`config.mk`:
```
export PLATFORM = sky130hd
export DESIGN_NAME = div_iter
export DESIGN_NICKNAME = d
export VERILOG_FILES = /design/src/rtl/div_iter.sv
export SDC_FILE = /design/constraint.sdc
export NUM_CORES = 1
export LEC_CHECK = 0
export ABC_AREA = 1
export ABC_CLOCK_PERIOD_IN_PS = 5200
export BUFFER_PORTS_ARGS = -buffer_cell sky130_fd_sc_hd__buf_2
export CAP_MARGIN = 20
export CELL_PAD_IN_SITES_DETAIL_PLACEMENT = 1
export CELL_PAD_IN_SITES_GLOBAL_PLACEMENT = 2
export CORE_AREA = 4 4 210 212
export DETAILED_ROUTE_END_ITERATION = 10
export DIE_AREA = 0 0 214 216
export HOLD_SLACK_MARGIN = 0.03
export PLACE_DENSITY_LB_ADDON = 0.2
export SLEW_MARGIN = 20
export SYNTH_ARGS = -nofsm -noshare
export SYNTH_HDL_FRONTEND = slang
export SYNTH_SLANG_ARGS = --single-unit
```
`constraint.sdc`:
```
create_clock -name i_clk -period 5.2 [get_ports i_clk]
set_clock_uncertainty 0.2 [all_clocks]
set_input_delay 1.04 -clock i_clk [delete_from_list [all_inputs] [get_ports i_clk]]
set_output_delay 1.04 -clock i_clk [all_outputs]
set_load 0.01 [all_outputs]
```
`src/rtl/div_iter.sv`:
```
// Iterative radix-2 restoring divider for RV32M DIV/DIVU/REM/REMU.
// Define DIV_EARLY_OUT_EN to finish |x| < |y| requests in one cycle.
module div_iter #(
    parameter int W = 32
) (
    input  logic         i_clk,
    input  logic         i_rst,
    input  logic         i_flush,
    input  logic         i_valid,
    output logic         o_ready,
    input  logic         i_x_sign,
    input  logic         i_y_sign,
    input  logic [W-1:0] i_x,
    input  logic [W-1:0] i_y,
    output logic         o_valid,
    input  logic         i_ready,
    output logic [W-1:0] o_quot,
    output logic [W-1:0] o_rem
);

    localparam int            CW   = $clog2(W);
    localparam logic [CW-1:0] LAST = CW'(W - 1);

    typedef enum logic [1:0] {IDLE, CALC, DONE} state_e;

    state_e          state_q, state_d;
    logic [W-1:0]    quot_q, quot_d;
    logic [W-1:0]    rem_q, rem_d;
    logic [W-1:0]    ymag_q, ymag_d;
    logic [W-1:0]    oq_q, oq_d;
    logic [W-1:0]    or_q, or_d;
    logic            qneg_q, qneg_d;
    logic            rneg_q, rneg_d;
    logic [CW-1:0]   cnt_q, cnt_d;

    logic            x_neg, y_neg, div_zero, ovf, early;
    logic [W-1:0]    x_mag, y_mag;
    logic [W:0]      shifted, trial;
    logic [W-1:0]    q_next, r_next;

    assign x_neg    = i_x_sign & i_x[W-1];
    assign y_neg    = i_y_sign & i_y[W-1];
    assign x_mag    = x_neg ? -i_x : i_x;
    assign y_mag    = y_neg ? -i_y : i_y;
    assign div_zero = (i_y == '0);
    assign ovf      = i_x_sign & i_y_sign & (i_x == {1'b1, {(W-1){1'b0}}}) & (i_y == '1);

`ifdef DIV_EARLY_OUT_EN
    assign early = (x_mag < y_mag);
`else
    assign early = 1'b0;
`endif

    // One restoring step: the borrow out of the W+1-bit trial decides the quotient bit.
    assign shifted = {rem_q, quot_q[W-1]};
    assign trial   = shifted - {1'b0, ymag_q};
    assign q_next  = {quot_q[W-2:0], ~trial[W]};
    assign r_next  = trial[W] ? shifted[W-1:0] : trial[W-1:0];

    assign o_ready = (state_q == IDLE);
    assign o_valid = (state_q == DONE);
    assign o_quot  = oq_q;
    assign o_rem   = or_q;

    always_comb begin
        state_d = state_q;
        quot_d  = quot_q;
        rem_d   = rem_q;
        ymag_d  = ymag_q;
        oq_d    = oq_q;
        or_d    = or_q;
        qneg_d  = qneg_q;
        rneg_d  = rneg_q;
        cnt_d   = cnt_q;
        if (i_flush) begin
            state_d = IDLE;
        end else begin
            case (state_q)
                IDLE: begin
                    if (i_valid) begin
                        qneg_d = x_neg ^ y_neg;
                        rneg_d = x_neg;
                        ymag_d = y_mag;
                        if (div_zero) begin
                            oq_d    = '1;
                            or_d    = i_x;
                            state_d = DONE;
                        end else if (ovf) begin
                            oq_d    = {1'b1, {(W-1){1'b0}}};
                            or_d    = '0;
                            state_d = DONE;
                        end else if (early) begin
                            oq_d    = '0;
                            or_d    = i_x;
                            state_d = DONE;
                        end else begin
                            rem_d   = '0;
                            quot_d  = x_mag;
                            cnt_d   = '0;
                            state_d = CALC;
                        end
                    end
                end
                CALC: begin
                    quot_d = q_next;
                    rem_d  = r_next;
                    cnt_d  = cnt_q + 1'b1;
                    if (cnt_q == LAST) begin
                        oq_d    = qneg_q ? -q_next : q_next;
                        or_d    = rneg_q ? -r_next : r_next;
                        state_d = DONE;
                    end
                end
                DONE: begin
                    if (i_ready) state_d = IDLE;
                end
                default: state_d = IDLE;
            endcase
        end
    end

    always_ff @(posedge i_clk) begin
        if (i_rst) begin
            state_q <= IDLE;
            quot_q  <= '0;
            rem_q   <= '0;
            ymag_q  <= '0;
            oq_q    <= '0;
            or_q    <= '0;
            qneg_q  <= 1'b0;
            rneg_q  <= 1'b0;
            cnt_q   <= '0;
        end else begin
            state_q <= state_d;
            quot_q  <= quot_d;
            rem_q   <= rem_d;
            ymag_q  <= ymag_d;
            oq_q    <= oq_d;
            or_q    <= or_d;
            qneg_q  <= qneg_d;
            rneg_q  <= rneg_d;
            cnt_q   <= cnt_d;
        end
    end

endmodule
```
==> Yosys cells after proc, flatten, opt, wreduce, memory -nomap -nowiden <==
Index checks and enable logic that the tools add are counted.
{ "totals": {"regBits": 169, "memories": 0, "mem_bits_ro": 0, "latchBits": 0, "ramBits": 0, "word_cells": 75, "input_bits": 71} }
{ "classes": {"shift": 0, "n_eq_ne": 11, "div": 0, "n_addsub": 6, "order_cmp": 0, "mul": 0, "n_reduce_logical": 8, "n_mux": 33, "bitwise_logic": 8} }
{ "ops": {"columns": ["op", "count"], "rows": [
  ["$mux 32", 19],
  ["$pmux 32 s2", 4],
  ["$neg 32->32", 4],
  ["$eq 32x32->1 const B", 2],
  ["$sub 33x32->33", 1],
  ["$logic_not 32->1", 1],
  ["$mux 5", 3],
  ["$mux 2", 5],
  ["$pmux 5 s2", 1],
  ["$reduce_and 5->1", 2],
  ["$ne 2x2->1 const B", 4],
  ["$pmux 2 s3", 1],
  ["$reduce_and 3->1", 2],
  ["$add 5x1->5 const B", 1],
  ["$and 1x1->1", 5],
  ["$eq 5x5->1 const B", 1],
  ["$ne 3x1->1 const B", 1],
  ["$eq 2x1->1 const B", 1],
  ["$eq 2x2->1 const B", 1],
  ["$logic_not 2->1", 1],
  ["$ne 2x1->1 const B", 1],
  ["$not 1->1", 2],
  ["$reduce_bool 2->1", 1],
  ["$reduce_or 2->1", 1],
  ["$xor 1x1->1", 1]
]} }

==> Depth between registers and ports, before layout <==
Gate-level depths: netlist of the first run.
{ "logic_depth": {"depth_word": 7, "mapped_depth": 31, "depth_no_buf": 29} }

==> Least setup slack after synthesis of the first run <==
OpenSTA, ideal clock, no wires.
{ "synth_timing": {"kind": "flip-flop to flip-flop", "from": "register quot_q[31]", "to": "register oq_q[30] (netlist: o_quot[30])", "stages_incl_launch_ff": 32, "arrival_time_ns": 3.985, "setup_time_ns": 0.064, "t_required_ns": 4.936, "setup_slack_ns": 0.951, "path_cell_list": "dfxtp_1 -> inv_1 -> ha_1 -> fa_1 -> inv_1 -> nand2_1 -> nand2_1 -> nand3_1 -> nand2_1 -> nand2_2 -> nand2_2 -> nand2_4 -> nand2_4 -> nand2_4 -> nand2_4 -> buf_12 -> buf_4 -> ha_1 -> nand3_1 -> nor3_1 -> nand2_1 -> nor3_1 -> nand3_1 -> nor3_1 -> nand3_1 -> nor2_1 -> nor2_1 -> a21oi_1 -> o21ai_0 -> a21oi_1 -> nor2_1 -> nor2_1"} }
{ "synth_via": {"elab_chain_cells": 6} }
{ "synth_lines": {"columns": ["item", "line_no", "rtl"], "rows": [
  ["start: declaration", "27", "logic [W-1:0] quot_q, quot_d;"],
  ["start signal: assignment", "135", "quot_q <= quot_d;"],
  ["$sub 33x32->33", "56", "assign trial = shifted - {1'b0, ymag_q};"],
  ["$not 1->1", "57", "assign q_next = {quot_q[W-2:0], ~trial[W]};"],
  ["$neg 32->32", "109", "oq_d = qneg_q ? -q_next : q_next;"],
  ["$mux 32", "109", null],
  ["$mux 32", "108", "if (cnt_q == LAST) begin"],
  ["$pmux 32 s2", "78", "case (state_q)"],
  ["end signal: assignment", "138", "oq_q <= oq_d;"],
  ["end: declaration", "30", "logic [W-1:0] oq_q, oq_d;"]
]} }
No other way between the ends. The select of a mux whose other input is x is not followed.
A chain may end at the register's enable or synchronous reset.

==> Worst setup path after layout of the first run <==
Ends and elaborated chain as after synthesis.

==> impl.org, run 1 <==
** CTS
- Clk slew on worst S/H paths :: 0.07 ns
- CTS tree :: built
- Worst-Skew Late Latency :: 0.47 ns
- Maximum count of clock buffers along a single path :: 2
- CTS sink cnt :: between 150 and 200
- H-Tree Depth :: 4
- Postcts setup bufs :: 0
- Number of buffers created by CTS :: 17
- The tree is rooted in a sky130_fd_sc_hd__clkbuf_16.

** Worst setup path
- Element type at the critical path start :: flop
- The setup check on the worst reg-to-reg path leaves a slack of about 0.55 ns.
- In this run the worst path has a maximum fanout of 8.
- Peak per-stage delay on the critical path :: 0.41 ns
- The slowest stage of the critical path belongs to the cell sky130_fd_sc_hd__fa_1.
- Critical setup path kind :: flop to flop
- At the worst endpoint, the arrival time is ~4.9 ns.
- STA puts the critical path data required time at 5.41 ns.
- Element type at the critical path end :: flop
- The startpoint identified for the worst register-to-register timing path is quot_q[31]$_SDFFE_PP0P_.
- The number of cells on the worst reg-to-reg path is 29.
- Capturing point of the worst reg2reg path :: o_quot[30]$_SDFFE_PP0P_

** Finish
- Final layout net count :: 2,463
- Area delta synth->final :: 12.5%
- The number of antenna diodes in the final layout is 0.
- Counting the fill cells in the layout gives 5,649.
- Final design instance area without fill :: 0.0151 mm^2
- Layout cell share with drive strength beyond 1 :: 0.108

** Routing
- Sum of routed wire length over all layers :: 57,100 um
- Via count :: 15,191
- Dividing the detail-routed via count by the number of cells gives 5.23.
- Detailed Route Iter0 Violations :: 706
- Antenna-violating nets left :: 0
- DR pass1 iterations :: 5
- Residual DRC count :: 0
- In the final routed layout, each cell accounts on average for about 20 um.

** STA
- In the finished design, the share of the clock period the worst path needs comes to 0.894.
- For the pin with the worst max-slew slack, the measured transition is 1.03 ns.
- The hold violation count in the final report was 0.
- Rel. slew slack :: 0.313
- After layout, the minimum clock period comes to 4.65 ns.
- After layout, the worst setup slack is 0.550 ns.
- Highest clock frequency the design can meet :: 0.215 GHz
- Setup repair after global routing left no endpoint under its margin.
- Final setup vio count :: 0
- Hold timing on the final database bottoms out at a slack of between 0.2 and 0.3 ns.
- Slew Limit Fails :: 0
- For the final routed database, the setup TNS stands at 0 ns.

** Pwr
- Overall Power :: between 0.003 and 0.004 W
- Reported leakage power :: ~7.6 nW
- VDD sags by at most 0.000136 V.
- Pwr per Cell Area :: between 200 and 250 mW/mm^2

** Placed design
- Summing all placed instances gives a cell area of 0.0145 mm^2.
- Count of buffers from port buffering :: 136
- HPWL Detailed :: 45,800 um
- Gpl congestion :: between 0.8 and 0.9
- Post-placement setup slack :: 0.431 ns

** Run status
- The flow ran to the end, and the final reports show no timing, DRC or antenna violations.

** Synthesis
- Number of synthesized flops with an enable pin :: 0
- Top FF cell, synth :: sky130_fd_sc_hd__dfxtp_1
- After synthesis, the netlist uses 60 different library cells.
- Synth Instances :: about 2,300
- Post-synthesis average cell area :: a little under 6 um^2
- Number of flip-flops and latches in the synthesized netlist :: between 150 and 200
- Yosys top cell area share :: 0.253
- During synthesis, Yosys emitted a total of 0 warnings.
- For this run, asynchronously set or reset flops after synthesis account for 0.
- Yosys top cell by area :: sky130_fd_sc_hd__dfxtp_1
- Most numerous cell in the Yosys netlist :: sky130_fd_sc_hd__nand2_1
- The number of nets in the synthesized netlist is ~2,400.
- By area the synthesized netlist is led by sky130_fd_sc_hd__dfxtp_1 (25%), sky130_fd_sc_hd__nand2_1 (17%), sky130_fd_sc_hd__a21oi_1 (8.3%), sky130_fd_sc_hd__inv_1 (8.3%), sky130_fd_sc_hd__nand3_1 (6.5%).
- By count the netlist is led by sky130_fd_sc_hd__nand2_1 (615), sky130_fd_sc_hd__inv_1 (295), sky130_fd_sc_hd__nor2_1 (228).
- The synthesized netlist occupies a cell area of 0.0134 mm^2.
- Seq/Total Area, Yosys :: 0.253

** GRT
- Entering global routing, the biggest net connects 80 pins.
- GRT Overall Usage :: 0.243
- Summed over all layers, the global routing overflow is 0.
- Via count of the first global-routing pass :: 15,182
- Initial antenna violation count :: 2
- First-pass GRT wire length :: 89,100 um

** Worst hold path
- The path with the worst hold slack has its endpoint at o_quot[31]$_SDFFE_PP0P_.
- The startpoint identified for the worst hold timing path is o_quot[31]$_SDFFE_PP0P_.
- Worst hold stages :: 2
- In this run the worst hold path is classified as flop to flop.

** Floorplan
- The die covers 0.0462 mm^2.
- Y dimension of the die :: 216 um
- Floorplan core area :: about 0.042 mm^2
- In this run the count of I/O pins placed on the die edge is about 140.
- Horizontal die dimension :: 214 um
- Row generation in the floorplan step produced 75 rows.
- The initial utilization of the core area, before any placement, comes to 0.319.

** Flow run
- Across the run, the number of max-cap violations was 0.
how the worst max path moves through the flow:
| stage | start | end | slack (ns) | cells past startpoint |
|---|---|---|---|---|
| floorplan | quot_q[31]$_SDFFE_PP0P_ | o_quot[30]$_SDFFE_PP0P_ | 0.95 | 31 |
| global placement | quot_q[31]$_SDFFE_PP0P_ | o_quot[30]$_SDFFE_PP0P_ | 0.53 | 29 |
| detailed placement | quot_q[31]$_SDFFE_PP0P_ | o_quot[30]$_SDFFE_PP0P_ | 0.43 | 29 |
| CTS | quot_q[31]$_SDFFE_PP0P_ | o_quot[30]$_SDFFE_PP0P_ | 0.42 | 29 |
| global route | quot_q[31]$_SDFFE_PP0P_ | o_quot[30]$_SDFFE_PP0P_ | 0.09 | 29 |
| finish | quot_q[31]$_SDFFE_PP0P_ | o_quot[30]$_SDFFE_PP0P_ | 0.55 | 29 |
flip-flops by register name (all words and copies together), names as in the netlist:
signal and flops:
o_rem 32, o_quot 32, ymag_q 32, cnt_q 5
rem_q 32, quot_q 32, qneg_q 1, rneg_q 1
state_q 2
critical path, delay by kind of cell (launching register included):
family,cells,cell delay (ns)
buffers and inverters,2,0.17
and+or+nand+nor,21,2.60
adders and majority gates,3,0.83
DFF,1,0.33
AOI/OAI and AO/OA,3,0.44
kinds of logic after synthesis:
kind of cell    after synthesis  share of synthesized area
compound gates              460                      0.188
flops                       169                      0.253
xor+xnor                     48                     0.0314
simple gates               1154                      0.372
buf+inv                     398                      0.118
fa+ha+maj                    40                     0.0379
through the flow:
| step | cells | util |
|---|---|---|
| 4_1_cts | 2904 | 0.359 |
| 3_5_place_dp | 2872 | 0.346 |
| 2_1_floorplan | 2269 | - |
| 6_report | 2904 | 0.359 |
| 3_3_place_gp | 2872 | 0.346 |
| 5_1_grt | 2904 | 0.359 |
final cells by class:
| cell class | instances | area (um^2) | share of cell area |
|---|---|---|---|
| Sequential cell | 169 | 3380 | 0.225 |
| Tap cell | 539 | 674 | 0.0448 |
| Clock buffer | 20 | 457 | 0.0303 |
| Inverter | 305 | 1140 | 0.0760 |
| Multi-Input combinational cell | 1702 | 8460 | 0.561 |
| Timing Repair Buffer | 157 | 838 | 0.0556 |
| Clock inverter | 12 | 115 | 0.00764 |
where the power goes:
group          internal [W]  switching (W)  leakage [nW]  total (W)
Combinational      0.000295       0.000720          5.97    0.00101
Sequential          0.00135      0.0000484          1.38    0.00140
Clock              0.000691       0.000622         0.279    0.00131
layer usage:
| metal | share of wire | track usage | vias up | wire length (um) |
|---|---|---|---|---|
| met3 | 0.028 | 0.0287 | 58 | 1590 |
| li1 | - | - | 7532 | - |
| met2 | 0.49 | 0.419 | 211 | 27700 |
| met1 | 0.46 | 0.315 | 7388 | 26200 |
| met4 | 0.028 | 0.0804 | 2 | 1630 |
| met5 | 0.00021 | 0 | - | 12 |
what timing repair did:
item	CTS	global route
hold buffers	0	0
endpoints found under the setup margin	0	1
resized for setup	0	1
placed cells by master, fill, tap and decap left out, types with 3 or more instances in the layout:
master                      instances
sky130_fd_sc_hd__nand2_1          615
sky130_fd_sc_hd__inv_1            294
sky130_fd_sc_hd__nor2_1           225
sky130_fd_sc_hd__a21oi_1          222
sky130_fd_sc_hd__nand3_1          173
sky130_fd_sc_hd__dfxtp_1          169
sky130_fd_sc_hd__o21ai_0          146
sky130_fd_sc_hd__buf_2            136
sky130_fd_sc_hd__ha_1              39
sky130_fd_sc_hd__nand4_1           35
sky130_fd_sc_hd__nor3_1            31
sky130_fd_sc_hd__xor2_1            30
sky130_fd_sc_hd__buf_4             21
sky130_fd_sc_hd__o211ai_1          18
sky130_fd_sc_hd__xnor2_1           18
sky130_fd_sc_hd__clkbuf_16         17
sky130_fd_sc_hd__nand2_2           13
sky130_fd_sc_hd__o21ai_1           12
sky130_fd_sc_hd__inv_2             10
sky130_fd_sc_hd__nor4_1            10
sky130_fd_sc_hd__a22oi_1            8
sky130_fd_sc_hd__nand3b_1           8
sky130_fd_sc_hd__nor2_2             7
sky130_fd_sc_hd__nand2_4            7
sky130_fd_sc_hd__a31oi_1            7
sky130_fd_sc_hd__o221ai_1           7
sky130_fd_sc_hd__o22ai_1            7
sky130_fd_sc_hd__o31ai_1            6
sky130_fd_sc_hd__a211oi_1           6
sky130_fd_sc_hd__or2_2              5
sky130_fd_sc_hd__o21bai_1           5
sky130_fd_sc_hd__nor2_4             4
sky130_fd_sc_hd__o21ai_2            4
sky130_fd_sc_hd__and2_1             3
sky130_fd_sc_hd__nand3_2            3
sky130_fd_sc_hd__nor3_2             3
sky130_fd_sc_hd__inv_6              3
sky130_fd_sc_hd__clkinv_2           3
No activity file was read; power rests on OpenSTA's default activity.
==> run 2: changes to the inputs <==
Settings changed: ABC_CLOCK_PERIOD_IN_PS 5200 to default, BUFFER_PORTS_ARGS -buffer_cell sky130_fd_sc_hd__buf_2 to default, CORE_AREA 4 4 210 212 to 4 4 204 206, DIE_AREA 0 0 214 216 to 0 0 208 210, DONT_BUFFER_PORTS from default to 1.
==> impl.org, run 2 (synthesized netlist as in run 1, its figures left out) <==
** Run status
- Outcome :: complete, no violations

** CTS
- Maximum count of clock buffers along a single path :: 2
- In this run the post-CTS setup repair buffer count came out at 0.
- Number of buffers created by CTS :: 17
- Worst-Skew Late Latency :: between 0.4 and 0.5 ns
- Clk slew on worst S/H paths :: 0.07 ns
- H-Tree Depth :: 4
- After clock tree synthesis, the repair step resized 0 gates.
- CTS tree :: built
- In this run, post-CTS hold repair placed 0 buffers.
- CTS sink cnt :: about 170
- In this run the clock root is driven by a sky130_fd_sc_hd__clkbuf_16.

** GRT
- In the global route stage, overall resource usage came out at 0.250.
- After global routing the overflow that remains totals 0.
- Via count of the first global-routing pass :: 14,553
- The number of antenna violations at the first check in global routing is 0.
- Entering global routing, the biggest net connects 80 pins.
- The first global-routing pass estimated around 86,000 um of wire.

** STA
- Post-route fraction of the period consumed by the critical path :: 0.875
- Final setup vio count :: 0
- At the pin with the least slew margin, the transition time is about 0.95 ns.
- Rel. slew slack :: 0.366
- The number of max-slew violations in the final report came to 0.
- Final sum of negative setup slack :: 0 ns
- Setup repair after global routing left no endpoint under its margin.
- Final critical path time including I/O delays and setup :: 4.55 ns
- Final Hold Fails :: 0
- Hold is met by 0.272 ns.
- Highest clock frequency the design can meet :: 0.220 GHz

** Worst setup path
- STA classifies the critical path endpoint as a flop.
- Among all stages on the critical path, the largest delay is contributed by sky130_fd_sc_hd__fa_1.
- The largest single stage delay on the critical path is roughly 0.41 ns.
- Crit Path Max Fanout :: 8
- Data on the critical path is required at its endpoint by about 5.4 ns.
- Critical setup path kind :: flop to flop
- Crit path arrival time :: 4.76 ns
- STA classifies the critical path startpoint as a flop.

** Finish
- Final layout net count :: around 2,300
- Layout cell share with drive strength beyond 1 :: 0.0530
- The repair_antennas step left the layout with diodes totalling 0.
- Area used by sequential logic in the layout :: 0.00338 mm^2
- Number of fill cells :: roughly 5,400
- Footprint of the multi-input gates :: ~0.0085 mm^2
- The library cell used most frequently in the layout, excluding fill and tap cells, is sky130_fd_sc_hd__nand2_1.
- Area delta synth->final :: 7.53%
- Most used cells in the layout excluding fill and tap cells :: sky130_fd_sc_hd__nand2_1 (615), sky130_fd_sc_hd__inv_1 (294), sky130_fd_sc_hd__nor2_1 (225)

** Floorplan
- The floorplan has between 70 and 80 rows.
- The floorplan step defined a die boundary enclosing 0.0437 mm^2.
- The initial utilization of the core area, before any placement, comes to 0.338.
- Top-level I/O count :: 137
- Floorplan core area :: 0.0396 mm^2
- Horizontal die dimension :: ~210 um
- The floorplan step set the die height to between 200 and 250 um.

** Routing
- Before antenna repair, the detailed router went through 5 iterations.
- Wires add up to 55,900 um.
- Residual DRC count :: 0
- For this block, the initial DRC count from the detailed router was 921.
- After detailed routing, the average wire length per cell comes to between 20 and 25 um.
- Antenna-violating nets left :: 0
- Number of vias per cell :: 5.31
- Via count :: 14,619

** Pwr
- Overall Power :: 0.00369 W
- Reported leakage power :: between 7 and 8 nW
- Dividing total power by cell area gives a power density of 256 mW/mm^2.
- The worst-case IR drop observed on VDD is ~0.00023 V.

** Flow run
- Across the run, the number of max-cap violations was 0.

** Worst hold path
- The path class of the tightest hold or removal check is flop to flop.

** Placed design
- HPWL Detailed :: 44,300 um
- The congestion estimate from routability-driven global placement came to 0.872.
- In this run the tool buffered the top-level ports with 0 buffer cells.
==> run 2: cell count changes in the layout (fill, tap and decap cells not counted), sizes merged <==
cell      change
inv           +3
buf         -138
clkinvlp      -2
clkinv        +1
clkbuf        -3
bufinv        +1
==> run 2: metrics by stage <==
step | cell area (um^2) | setup slack [ns] | util | instances
final | 14400 | 0.649 | 0.363 | 2752
after floorplan | 13400 | 0.951 | - | 2269
after detailed placement | 13800 | 0.528 | 0.348 | 2720
after CTS | 14400 | 0.518 | 0.363 | 2752
after global placement | 13800 | 0.552 | 0.348 | 2720
after global routing | 14400 | 0.0875 | 0.363 | 2752
==> run 2: path summary, 6_finish.rpt <==
check                               start                      end  slack (ns)  cells after the start
setup / recovery  quot_q[31]$_SDFFE_PP0P_  o_quot[30]$_SDFFE_PP0P_        0.65                     29
hold / removal      cnt_q[4]$_SDFFE_PP0P_    cnt_q[4]$_SDFFE_PP0P_        0.27                      2
setup reg to reg  quot_q[31]$_SDFFE_PP0P_  o_quot[30]$_SDFFE_PP0P_        0.65                     29
hold reg to reg     cnt_q[4]$_SDFFE_PP0P_    cnt_q[4]$_SDFFE_PP0P_        0.27                      2
==> run 2: report_power, final <==
| part | switching [W] | internal [W] |
|---|---|---|
| Clock | 0.000649 | 0.000730 |
| Sequential | 0.0000603 | 0.00135 |
| Combinational | 0.000639 | 0.000268 |
==> run 2: per-layer routing <==
metal,vias to the layer above,wire (um),GRT usage
li1,7270,-,-
met1,7109,25300,0.321
met2,192,27200,0.436
met3,48,1960,0.0363
met4,0,1430,0.0779
met5,-,0,0
==> run 2: area by class of cell <==
| cell class | instances | share of cell area |
|---|---|---|
| clock buffer | 17 | 0.0295 |
| clock inverter | 15 | 0.0128 |
| inverter | 305 | 0.0795 |
| multi-input combinational | 1702 | 0.587 |
| sequential | 169 | 0.235 |
| tap | 525 | 0.0456 |
| timing repair buffer | 19 | 0.0108 |
==> run 2: worst max-delay path, delay by kind of cell (launching register included) <==
kind,cells,cell delay (ns)
flops,1,0.33
buf+inv,2,0.17
compound gates,3,0.46
fa+ha+maj,3,0.84
simple gates,21,2.49
